[src/rtl/sf_code_packer.sv]
// sf_code_packer: packs MSB-first variable-length codewords into OUT_W words.
// Optional statistics ports are built in when SF_PACKER_STATS_EN is defined.
module sf_code_packer #(
    parameter int OUT_W   = 8,
    parameter int MAX_LEN = 8,
    parameter int LEN_W   = 4
) (
    input  logic               clk,
    input  logic               rst,
    input  logic               code_valid,
    output logic               code_ready,
    input  logic [MAX_LEN-1:0] codeword,
    input  logic [LEN_W-1:0]   code_len,
    input  logic               flush,
    output logic               word_valid,
    input  logic               word_ready,
    output logic [OUT_W-1:0]   word_data,
    output logic               word_last,
    output logic               flush_done
`ifdef SF_PACKER_STATS_EN
    ,
    output logic [31:0]        bit_count,
    output logic [LEN_W-1:0]   pad_bits
`endif
);

    localparam int BUF_W  = OUT_W + MAX_LEN;
    localparam int FILL_W = $clog2(BUF_W + 1);

    typedef enum logic [1:0] {
        ACCUM,
        DRAIN,
        PAD
    } state_t;

    state_t             state_q, state_d;
    logic [BUF_W-1:0]   buf_q, buf_d;
    logic [FILL_W-1:0]  fill_q, fill_d;
    logic               wv_q, wv_d;
    logic [OUT_W-1:0]   wd_q, wd_d;
    logic               wl_q, wl_d;
    logic               fd_q, fd_d;

    logic [LEN_W-1:0]   len_sat;
    logic [MAX_LEN-1:0] code_just;
    logic [BUF_W-1:0]   code_ext;
    logic               slot_free;
    logic               full;
    logic               accept;
    logic               emit;

`ifdef SF_PACKER_STATS_EN
    logic [31:0]        bc_q, bc_d;
    logic [LEN_W-1:0]   pad_q, pad_d;
`endif

    // Accept is only possible below a full word, so it never collides with emit.
    assign full       = fill_q >= FILL_W'(OUT_W);
    assign slot_free  = !wv_q || word_ready;
    assign code_ready = !rst && (state_q == ACCUM) && !full;
    assign accept     = code_valid && code_ready;
    assign emit       = full && slot_free && (state_q != PAD);

    // Saturate the length and left-justify the code so it lands just below fill.
    always_comb begin
        len_sat   = (code_len > LEN_W'(MAX_LEN)) ? LEN_W'(MAX_LEN) : code_len;
        code_just = codeword << (LEN_W'(MAX_LEN) - len_sat);
        code_ext  = {code_just, {OUT_W{1'b0}}};
    end

    // Next-state: buffer, output slot and block-flush sequencing.
    always_comb begin
        state_d = state_q;
        buf_d   = buf_q;
        fill_d  = fill_q;
        wv_d    = wv_q;
        wd_d    = wd_q;
        wl_d    = wl_q;
        fd_d    = 1'b0;
`ifdef SF_PACKER_STATS_EN
        bc_d    = bc_q;
        pad_d   = pad_q;
`endif

        if (wv_q && word_ready) begin
            wv_d = 1'b0;
            wl_d = 1'b0;
        end

        if (accept) begin
            buf_d  = buf_q | (code_ext >> fill_q);
            fill_d = fill_q + FILL_W'(len_sat);
`ifdef SF_PACKER_STATS_EN
            bc_d   = bc_q + 32'(len_sat);
`endif
        end

        if (emit) begin
            wd_d   = buf_q[BUF_W-1 -: OUT_W];
            wv_d   = 1'b1;
            wl_d   = (state_q == DRAIN) && (fill_q == FILL_W'(OUT_W));
            buf_d  = buf_q << OUT_W;
            fill_d = fill_q - FILL_W'(OUT_W);
        end

        unique case (state_q)
            ACCUM: begin
                if (flush) state_d = DRAIN;
            end
            DRAIN: begin
                if (!full && slot_free) begin
                    if (fill_q != '0) begin
                        state_d = PAD;
                    end else begin
                        fd_d    = 1'b1;
                        state_d = ACCUM;
                    end
                end
            end
            PAD: begin
                if (slot_free) begin
                    wd_d    = buf_q[BUF_W-1 -: OUT_W];
                    wv_d    = 1'b1;
                    wl_d    = 1'b1;
                    buf_d   = '0;
                    fill_d  = '0;
                    fd_d    = 1'b1;
                    state_d = ACCUM;
`ifdef SF_PACKER_STATS_EN
                    pad_d   = LEN_W'(FILL_W'(OUT_W) - fill_q);
`endif
                end
            end
            default: state_d = ACCUM;
        endcase
    end

    // State registers; reset discards buffered bits and any pending word.
    always_ff @(posedge clk or posedge rst) begin
        if (rst) begin
            state_q <= ACCUM;
            buf_q   <= '0;
            fill_q  <= '0;
            wv_q    <= 1'b0;
            wd_q    <= '0;
            wl_q    <= 1'b0;
            fd_q    <= 1'b0;
        end else begin
            state_q <= state_d;
            buf_q   <= buf_d;
            fill_q  <= fill_d;
            wv_q    <= wv_d;
            wd_q    <= wd_d;
            wl_q    <= wl_d;
            fd_q    <= fd_d;
        end
    end

`ifdef SF_PACKER_STATS_EN
    // Statistics counters.
    always_ff @(posedge clk or posedge rst) begin
        if (rst) begin
            bc_q  <= '0;
            pad_q <= '0;
        end else begin
            bc_q  <= bc_d;
            pad_q <= pad_d;
        end
    end

    assign bit_count = bc_q;
    assign pad_bits  = pad_q;
`endif

    assign word_valid = wv_q;
    assign word_data  = wd_q;
    assign word_last  = wl_q;
    assign flush_done = fd_q;

endmodule

[config.mk]
export PLATFORM = sky130hd
export DESIGN_NAME = sf_code_packer
export DESIGN_NICKNAME = d
export VERILOG_FILES = /design/src/rtl/sf_code_packer.sv
export SDC_FILE = /design/constraint.sdc
export NUM_CORES = 1
export LEC_CHECK = 0
export ABC_AREA = 1
export CAP_MARGIN = 20
export CORE_ASPECT_RATIO = 2
export CORE_UTILIZATION = 35
export CTS_BUF_LIST = sky130_fd_sc_hd__clkbuf_8
export CTS_CLUSTER_SIZE = 8
export DETAILED_ROUTE_END_ITERATION = 10
export PLACE_DENSITY_LB_ADDON = 0.08
export SLEW_MARGIN = 20
export SYNTH_ARGS = -nofsm -noshare
export SYNTH_HDL_FRONTEND = slang
export SYNTH_SLANG_ARGS = --single-unit
[constraint.sdc]
create_clock -name clk -period 5.65 [get_ports clk]
set_input_delay 1.695 -clock clk [delete_from_list [all_inputs] [get_ports clk]]
set_output_delay 1.695 -clock clk [all_outputs]
set_load 0.05 [all_outputs]
==> results of run 1 <==
-- synthesized netlist by cell type (2+ instances only) --
master / n
a21oi_1: 24
a31oi_1: 4
buf_2: 9
clkinv_1: 2
dfrtp_1: 34
ha_1: 9
inv_1: 48
inv_2: 4
mux2_2: 4
nand2_1: 65
nand2_2: 4
nand2_4: 3
nand3_1: 61
nand3_2: 8
nand4_1: 7
nor2_1: 23
nor2_2: 6
nor3_1: 3
o21ai_0: 17
o21ai_1: 3
or2_2: 4
-- power by group through the flow --
stage	clock network [W]	logic, W	registers [W]
6_report	0.000174	0.000850	0.000420
2_1_floorplan	0	0.000566	0.000489
4_1_cts	0.000177	0.000859	0.000421
3_5_place_dp	0	0.000856	0.000426
5_1_grt	0.000189	0.000949	0.000431
3_3_place_gp	0	0.000847	0.000424
-- routing by layer --
metal,GRT usage,vias up,wire length [um],part of all wire
li1,-,1221,-,-
met1,0.1669,1075,2336,0.36
met2,0.3791,40,3801,0.59
met3,0.02509,17,107,0.016
met4,0.1235,0,244,0.038
met5,0,-,0,0
-- final timing paths --
kind | cells past startpoint | end | startpoint
worst max-delay path | 3 | code_ready | rst
worst min-delay path | 1 | word_data[0] | buf_q[8]
worst max register to register | 10 | word_data[0] | fill_q[3]
worst min register to register | 1 | word_data[0] | buf_q[8]
max in group asynchronous | 3 | buf_q[9] | rst
min in group asynchronous | 3 | fill_q[3] | rst
-- stage by stage --
stage	instances	hold slack, ns	area, um^2	util	total power (W)
finish	472	0.5023	2970	0.4247	0.001444
global route	472	0.5207	2970	0.4247	0.001569
CTS	472	0.5048	2970	0.4247	0.001457
detailed placement	465	0.4902	2892	0.4134	0.001282
global placement	465	0.4836	2892	0.4134	0.001272
floorplan	356	0.4713	2547	-	0.001055
-- logic make-up (layout without fill, tap and decap cells) --
logic type | after synthesis | count (layout) | share of synthesized area
xor gates and xnor gates | 2 | 2 | 0.01425
adders and majority gates | 10 | 10 | 0.05206
and+or+nand+nor | 187 | 187 | 0.3625
buffers and inverters | 66 | 92 | 0.1076
muxes | 4 | 4 | 0.01768
DFF | 34 | 34 | 0.3340
AOI/OAI and AO/OA | 53 | 53 | 0.1120
-- critical path, stage by stage --
cell,delay (ns)
clkdlybuf4s50_1,0.43
nor3_2,0.21
clkdlybuf4s50_1,0.83
-- sequential cells by signal, summed over array words and instances, names as in the netlist --
register,cells
buf_q,16
word_data,8
fill_q,5
state_q,2
flush_done,1
word_last,1
word_valid,1
-- final cells by class --
class / instances / area share
clock inverter: 2 / 0.003370
sequential: 34 / 0.2864
multi-input combinational: 256 / 0.4789
clock buffer: 5 / 0.02317
timing repair buffer: 31 / 0.1019
tap: 90 / 0.03791
inverter: 54 / 0.06824
==> out/results.ini, run 1 <==
[run_status]
status=completed

[critical_path]
endpoint_kind=primary output
crit_fanout=2
crit_required_ns=3.95
reg2reg_slack_ns=2.69
worstSetupPathType=input pin to primary output
crit_arrival_ns=3.17
start_kind=input pin

[final_layout]
synthToLayoutAreaGrowth_pct=16.60
nets=409
final_cell_mix=nand2_1 (65), nand3_1 (61), inv_1 (48)
diodes=0
drive_above_1_share=0.1230
register_area_um2=850.8
fillerInstances=772
multi_input_area_um2=1423
final_common_cell=nand2_1

[sta]
fin_crit_sh=0.8607
worstMarginPinSlew_ns=0.5393
skew_ns=0.004530
period_needed_ns=4.863
relSlewSlack=0.6404
setup_violations=0
hold_viol=0
drv_slew=0
max_freq_ghz=0.2056
fin_tns_setup_ns=0
layout_setup_ws_ns=0.7870
rsz0062_at_grt=false

[cts]
cts_resized=0
h-tree-depth=2
post_cts_buffers=0
cts-buffers-inserted=5
root_buffer=clkbuf_8
clk_latency_ns=0.30
cts_tree=built
cts_buffer_depth=2
clkSinkCount=34
hold_buffers=0
path_clk_slew_ns=0.06

[floorplanning]
rows=43
die_width_um=62.33
dieArea_um2=7644
die_h_um=122.7
ios=29
core_area_um2=6994
start_util=0.3642

[route]
drc=0
wl_per_cell_um=13.75
vias=2353
drt_iter0_drc=84
first_pass_iters=4
via_per_inst=4.985
routed_wl_mm=6.490
postRouteAntennaNets=0

[global_route]
overflow=0
grt_max_degree=35
grt_pass1_vias=2310
gr-usage-all-layers=0.1870
grt_pass1_wl_mm=10.81
grt_antenna_before_repair=0

[power_and_ir_drop]
ir_drop_uv=140.4
p_leak_nw=1.427
combPwrFrac=0.589
p_int_w=0.0007105
p_clk_frac=0.120
p_per_area_nw_per_um2=486.0
p_seq_frac=0.291
p_switching_w=0.0007330
switching_share=0.5078

[place]
dp_hpwl_mm=5.274
place.gp.congestion=0.9185
portBuffers=28
dp_slack_ns=0.7747

[logic_synthesis]
yosysTopAreaCell=dfrtp_1
mappedNetlistArea_um2=2547
synth_cell_types=35
ys_warn_count=0
synth-seq-cells=34
synth_edf_count=0
syn_nets=383
async_reset_ff_frac=1.000
synth_top_area_frac=0.3340
synth-seq-area-share=0.3340
synth_area_leaders=dfrtp_1 (33%), nand3_1 (12%), nand2_1 (9.6%)
ys.flop_type=dfrtp_1
avgSynthCellArea_um2=7.156
syn_inst=356

[hold_path]
hold_path_class=register to register

[flow_run]
maxCapViolations=0

Power figures use the tool's default switching activity.
==> run 2: changes to the inputs <==
==> constraint.sdc (replaced) <==
create_clock -name clk -period 6.2 [get_ports clk]
set_input_delay 1.86 -clock clk [delete_from_list [all_inputs] [get_ports clk]]
set_output_delay 1.86 -clock clk [all_outputs]
set_load 0.05 [all_outputs]
==> run 2 against run 1 <==
Against the previous run:
- combinational power down 10%
- critical endpoint unchanged
- register-to-register slack better by 0.50 ns
- worst setup slack better by 0.23 ns
- cell area about the same
==> out/results.ini, run 2 (synthesis gave the netlist of run 1 again) <==
[final_layout]
nets=407  ; was 409
largest_register_ffs=16  ; unchanged
largest-register=buf_q  ; unchanged
drive_above_1_share=0.1181  ; was 0.1230
final_common_cell=nand2_1  ; unchanged
final_cell_mix=nand2_1 (65), nand3_1 (61), inv_1 (49)  ; was nand2_1 (65), nand3_1 (61), inv_1 (48)
diodes=0  ; unchanged
synthToLayoutAreaGrowth_pct=16.50  ; was 16.60%

[critical_path]
crit_arrival_ns=3.33  ; was 3.17 ns
start_kind=input pin  ; unchanged
cp_num_cells=3  ; unchanged
crit_fanout=2  ; unchanged
crit_family=buffers and inverters  ; unchanged
worstSetupPathType=input pin to primary output  ; unchanged
slowest_delay_ns=0.83  ; about the same
reg2reg_to=word_data[1]  ; was word_data[0]
cp_cell_sequence=clkdlybuf4s50_1 -> nor3_2 -> clkdlybuf4s50_1  ; unchanged
reg2reg_slack_ns=3.19  ; was 2.69 ns
crit_top_cell=clkdlybuf4s50_1  ; unchanged
cp_slowest_cell=clkdlybuf4s50_1  ; unchanged
worstReg2RegStart=fill_q[3]  ; unchanged
path_buf_inv=2  ; unchanged
endpoint_kind=primary output  ; unchanged
reg2reg_depth=8  ; was 10
crit_required_ns=4.34  ; was 3.95 ns

[floorplanning]
core_area_um2=6994  ; unchanged
ios=29  ; unchanged
rows=43  ; unchanged
die_width_um=62.33  ; unchanged
dieArea_um2=7644  ; unchanged
start_util=0.3642  ; unchanged
die_h_um=122.7  ; unchanged

[sta]
fin_crit_sh=0.8366
setup_violations=0  ; unchanged
max_freq_ghz=0.1928
skew_ns=0.006381  ; was 0.004530 ns
rsz0062_at_grt=false  ; unchanged
fin_tns_setup_ns=0  ; unchanged
worstMarginPinSlew_ns=0.7420  ; was 0.5393 ns
whs_ns=0.5003  ; was 0.5023 ns
hold_viol=0  ; unchanged
drv_slew=0  ; unchanged
relSlewSlack=0.5041  ; was 0.6404
period_needed_ns=5.187

[global_route]
grt_pass1_wl_mm=10.98  ; was 10.81 mm
gr-usage-all-layers=0.1859  ; was 0.1870
grt_pass1_vias=2357  ; was 2310
grt_max_degree=35  ; unchanged
grt_antenna_before_repair=0  ; unchanged
overflow=0  ; unchanged

[power_and_ir_drop]
p_per_area_nw_per_um2=444.1  ; was 486.0 nW/um^2
p_leak_nw=1.426  ; was 1.427 nW
ir_drop_uv=117.0  ; was 140.4 uV

[hold_path]
min_path_cells=1  ; unchanged
hp-start=buf_q[10]  ; was buf_q[8]
hold_path_class=register to register  ; unchanged
hold_path_end=word_data[2]  ; was word_data[0]

[route]
vias=2380  ; was 2353
routed_wl_mm=6.448  ; was 6.490 mm
postRouteAntennaNets=0  ; unchanged
via_per_inst=5.053  ; was 4.985
drc=0  ; unchanged
first_pass_iters=4  ; unchanged
wl_per_cell_um=13.69  ; was 13.75 um
drt_iter0_drc=72  ; was 84

[place]
place.gp.congestion=0.9038  ; was 0.9185
dp_hpwl_mm=5.187  ; was 5.274 mm
portBuffers=28  ; unchanged

[flow_run]
maxCapViolations=0  ; unchanged

[cts]
root_buffer=clkbuf_8  ; unchanged
cts-buffers-inserted=5  ; unchanged
clk_latency_ns=0.29  ; was 0.30 ns
h-tree-depth=2  ; unchanged
post_cts_buffers=0  ; unchanged
hold_buffers=0  ; unchanged
path_clk_slew_ns=0.07  ; was 0.06 ns
cts_tree=built  ; unchanged
clkSinkCount=34  ; unchanged
cts_resized=0  ; unchanged
cts_buffer_depth=2  ; unchanged

[run_status]
status=completed  ; unchanged

-- run 2: changes by cell type in the layout (fill, tap and decap cells not counted) --
cell      previous run  this run
clkbuf_8             5         6
clkinv_2             2         1
inv_1               48        49
buf_4                3         1
-- run 2: metrics by stage --
stage / utilization / area (um^2) / setup WS (ns) / power, W / cells
2_1_floorplan: - / 2547 / 1.794 / 0.0009617 / 356
3_3_place_gp: 0.4113 / 2877 / 1.021 / 0.001148 / 463
3_5_place_dp: 0.4113 / 2877 / 1.004 / 0.001158 / 463
4_1_cts: 0.4243 / 2968 / 0.9995 / 0.001332 / 471
5_1_grt: 0.4243 / 2968 / 0.9477 / 0.001437 / 471
6_report: 0.4243 / 2968 / 1.013 / 0.001318 / 471
-- run 2: worst max-delay path by stage --
stage	end	slack, ns	startpoint
final	code_ready	1.01	rst
after CTS	code_ready	1.0	rst
after global placement	code_ready	1.02	rst
after floorplan	code_ready	1.79	rst
after global routing	code_ready	0.95	rst
after detailed placement	code_ready	1.00	rst
-- run 2: routing by layer --
layer,routed length (um),global-route usage
met5,0,0
met4,303,0.1308
met3,110,0.01487
met2,3655,0.3647
met1,2377,0.1790
-- run 2: cell type report --
cell class / count / area [um^2]
Clock buffer: 6 / 82.58
Sequential cell: 34 / 850.8
Clock inverter: 2 / 8.758
Tap cell: 90 / 112.6
Multi-Input combinational cell: 256 / 1423
Fill cell: 741 / 4026
Timing Repair Buffer: 29 / 287.8
Inverter: 54 / 202.7
-- run 2: report_power, final --
part | internal, W | leakage [nW] | total, W | switching (W)
Combinational | 0.000263 | 0.939 | 0.000765 | 0.000502
Sequential | 0.000300 | 0.435 | 0.000383 | 0.0000826
Clock | 0.0000880 | 0.0524 | 0.000170 | 0.0000818
Total | 0.000652 | 1.43 | 0.00132 | 0.000666
==> run 3: changes to the inputs <==
==> constraint.sdc (replaced) <==
create_clock -name clk -period 5.4 [get_ports clk]
set_input_delay 1.62 -clock clk [delete_from_list [all_inputs] [get_ports clk]]
set_output_delay 1.62 -clock clk [all_outputs]
set_load 0.05 [all_outputs]
==> run 3 against run 2 <==
Against the previous run:
- clock-buffer cell count did not move
- total power rose by 16%
- wire length fell by 0.31%
==> out/results.ini, run 3 (synthesis gave the netlist of run 1 again) <==
[run_status]
status=completed  ; unchanged

[critical_path]
reg2reg_slack_ns=2.55  ; was 3.19 ns
start_kind=input pin  ; unchanged
crit_required_ns=3.78  ; was 4.34 ns
crit_arrival_ns=3.09  ; was 3.33 ns
crit_fanout=2  ; unchanged
endpoint_kind=primary output  ; unchanged
worstSetupPathType=input pin to primary output  ; unchanged

[route]
drc=0  ; unchanged
routed_wl_mm=6.428  ; was 6.448 mm
wl_per_cell_um=13.56  ; was 13.69 um
via_per_inst=4.956  ; was 5.053
vias=2349  ; was 2380
postRouteAntennaNets=0  ; unchanged
first_pass_iters=4  ; unchanged
drt_iter0_drc=70  ; was 72

[final_layout]
final_common_cell=nand2_1  ; unchanged
nets=410  ; was 407
synthToLayoutAreaGrowth_pct=17.39  ; was 16.50%
largest_register_ffs=16  ; unchanged
largest-register=buf_q  ; unchanged
diodes=0  ; unchanged
drive_above_1_share=0.1250  ; was 0.1181
final_cell_mix=nand2_1 (65), nand3_1 (61), inv_1 (49)  ; unchanged

[cts]
h-tree-depth=2  ; unchanged
post_cts_buffers=0  ; unchanged
cts_resized=0  ; unchanged
hold_buffers=0  ; unchanged
clkSinkCount=34  ; unchanged
cts_buffer_depth=2  ; unchanged
path_clk_slew_ns=0.07  ; about the same
cts_tree=built  ; unchanged
root_buffer=clkbuf_8  ; unchanged
cts-buffers-inserted=5  ; unchanged
clk_latency_ns=0.29  ; about the same

[floorplanning]
start_util=0.3642  ; unchanged
core_area_um2=6994  ; unchanged
rows=43  ; unchanged
ios=29  ; unchanged
die_h_um=122.7  ; unchanged
dieArea_um2=7644  ; unchanged
die_width_um=62.33  ; unchanged

[sta]
drv_slew=0  ; unchanged
skew_ns=0.003771  ; was 0.006381 ns
worstMarginPinSlew_ns=0.5656  ; was 0.7420 ns
fin_crit_sh=0.8717
rsz0062_at_grt=false  ; unchanged
fin_tns_setup_ns=0  ; unchanged
setup_violations=0  ; unchanged
max_freq_ghz=0.2124
period_needed_ns=4.707
relSlewSlack=0.6230  ; was 0.5041
hold_viol=0  ; unchanged

[place]
portBuffers=28  ; unchanged
place.gp.congestion=0.8763  ; was 0.9038
dp_hpwl_mm=5.253  ; was 5.187 mm

[global_route]
grt_antenna_before_repair=0  ; unchanged
gr-usage-all-layers=0.1890  ; was 0.1859
overflow=0  ; unchanged
grt_pass1_vias=2336  ; was 2357
grt_max_degree=30  ; was 35
grt_pass1_wl_mm=11.11  ; was 10.98 mm

[hold_path]
hold_path_class=register to register  ; unchanged

[flow_run]
maxCapViolations=0  ; unchanged

[power_and_ir_drop]
ir_drop_uv=128.1  ; was 117.0 uV
p_leak_nw=1.440  ; was 1.426 nW
p_per_area_nw_per_um2=510.0  ; was 444.1 nW/um^2
total_power_w=0.001525  ; was 0.001318 W

run 3: changes by cell type in the layout (fill, tap and decap cells not counted), sizes merged:
cell,change
buf,+3
run 3: cell type report:
| type | instances | area, um^2 |
|---|---|---|
| fillers | 774 | 4004 |
| clock inverters | 2 | 8.758 |
| clock buffers | 6 | 82.58 |
| flip-flops and latches | 34 | 850.8 |
| well taps | 90 | 112.6 |
| repair buffers | 32 | 310.3 |
| multi-input cells | 256 | 1423 |
| inverters | 54 | 202.7 |
run 3: worst paths after layout:
check	start	end	cells after the start
min in group asynchronous	rst	fill_q[3]	2
setup reg to reg	fill_q[3]	word_data[0]	9
max in group asynchronous	rst	buf_q[9]	3
hold reg to reg	buf_q[8]	word_data[0]	1
setup / recovery	rst	code_ready	3
hold / removal	buf_q[8]	word_data[0]	1
run 3: metal layers:
layer / vias up / routed length, um / track usage
met5: - / 0 / 0
met4: 0 / 145 / 0.08430
met3: 8 / 83 / 0.01952
met2: 30 / 3826 / 0.3922
met1: 1082 / 2373 / 0.1807
li1: 1229 / - / -
run 3: critical path: stages:
cell and delay (ns):
clkdlybuf4s50_1 0.43, nor3_2 0.21, clkdlybuf4s50_1 0.83
run 3: per-stage QoR:
| step | instances | hold WS, ns | utilization | setup slack [ns] | area [um^2] |
|---|---|---|---|---|---|
| 6_report | 474 | 0.5002 | 0.4275 | 0.6928 | 2990 |
| 5_1_grt | 474 | 0.5208 | 0.4275 | 0.6151 | 2990 |
| 4_1_cts | 474 | 0.5033 | 0.4275 | 0.6809 | 2990 |
| 3_5_place_dp | 466 | 0.4873 | 0.4145 | 0.6810 | 2899 |
| 3_3_place_gp | 466 | 0.4813 | 0.4145 | 0.6979 | 2899 |
| 2_1_floorplan | 356 | 0.4713 | - | 1.474 | 2547 |
run 3: power breakdown:
| group | switching (W) | internal, W |
|---|---|---|
| registers | 0.0000941 | 0.000345 |
| clock network | 0.0000927 | 0.000101 |
| logic | 0.000578 | 0.000315 |
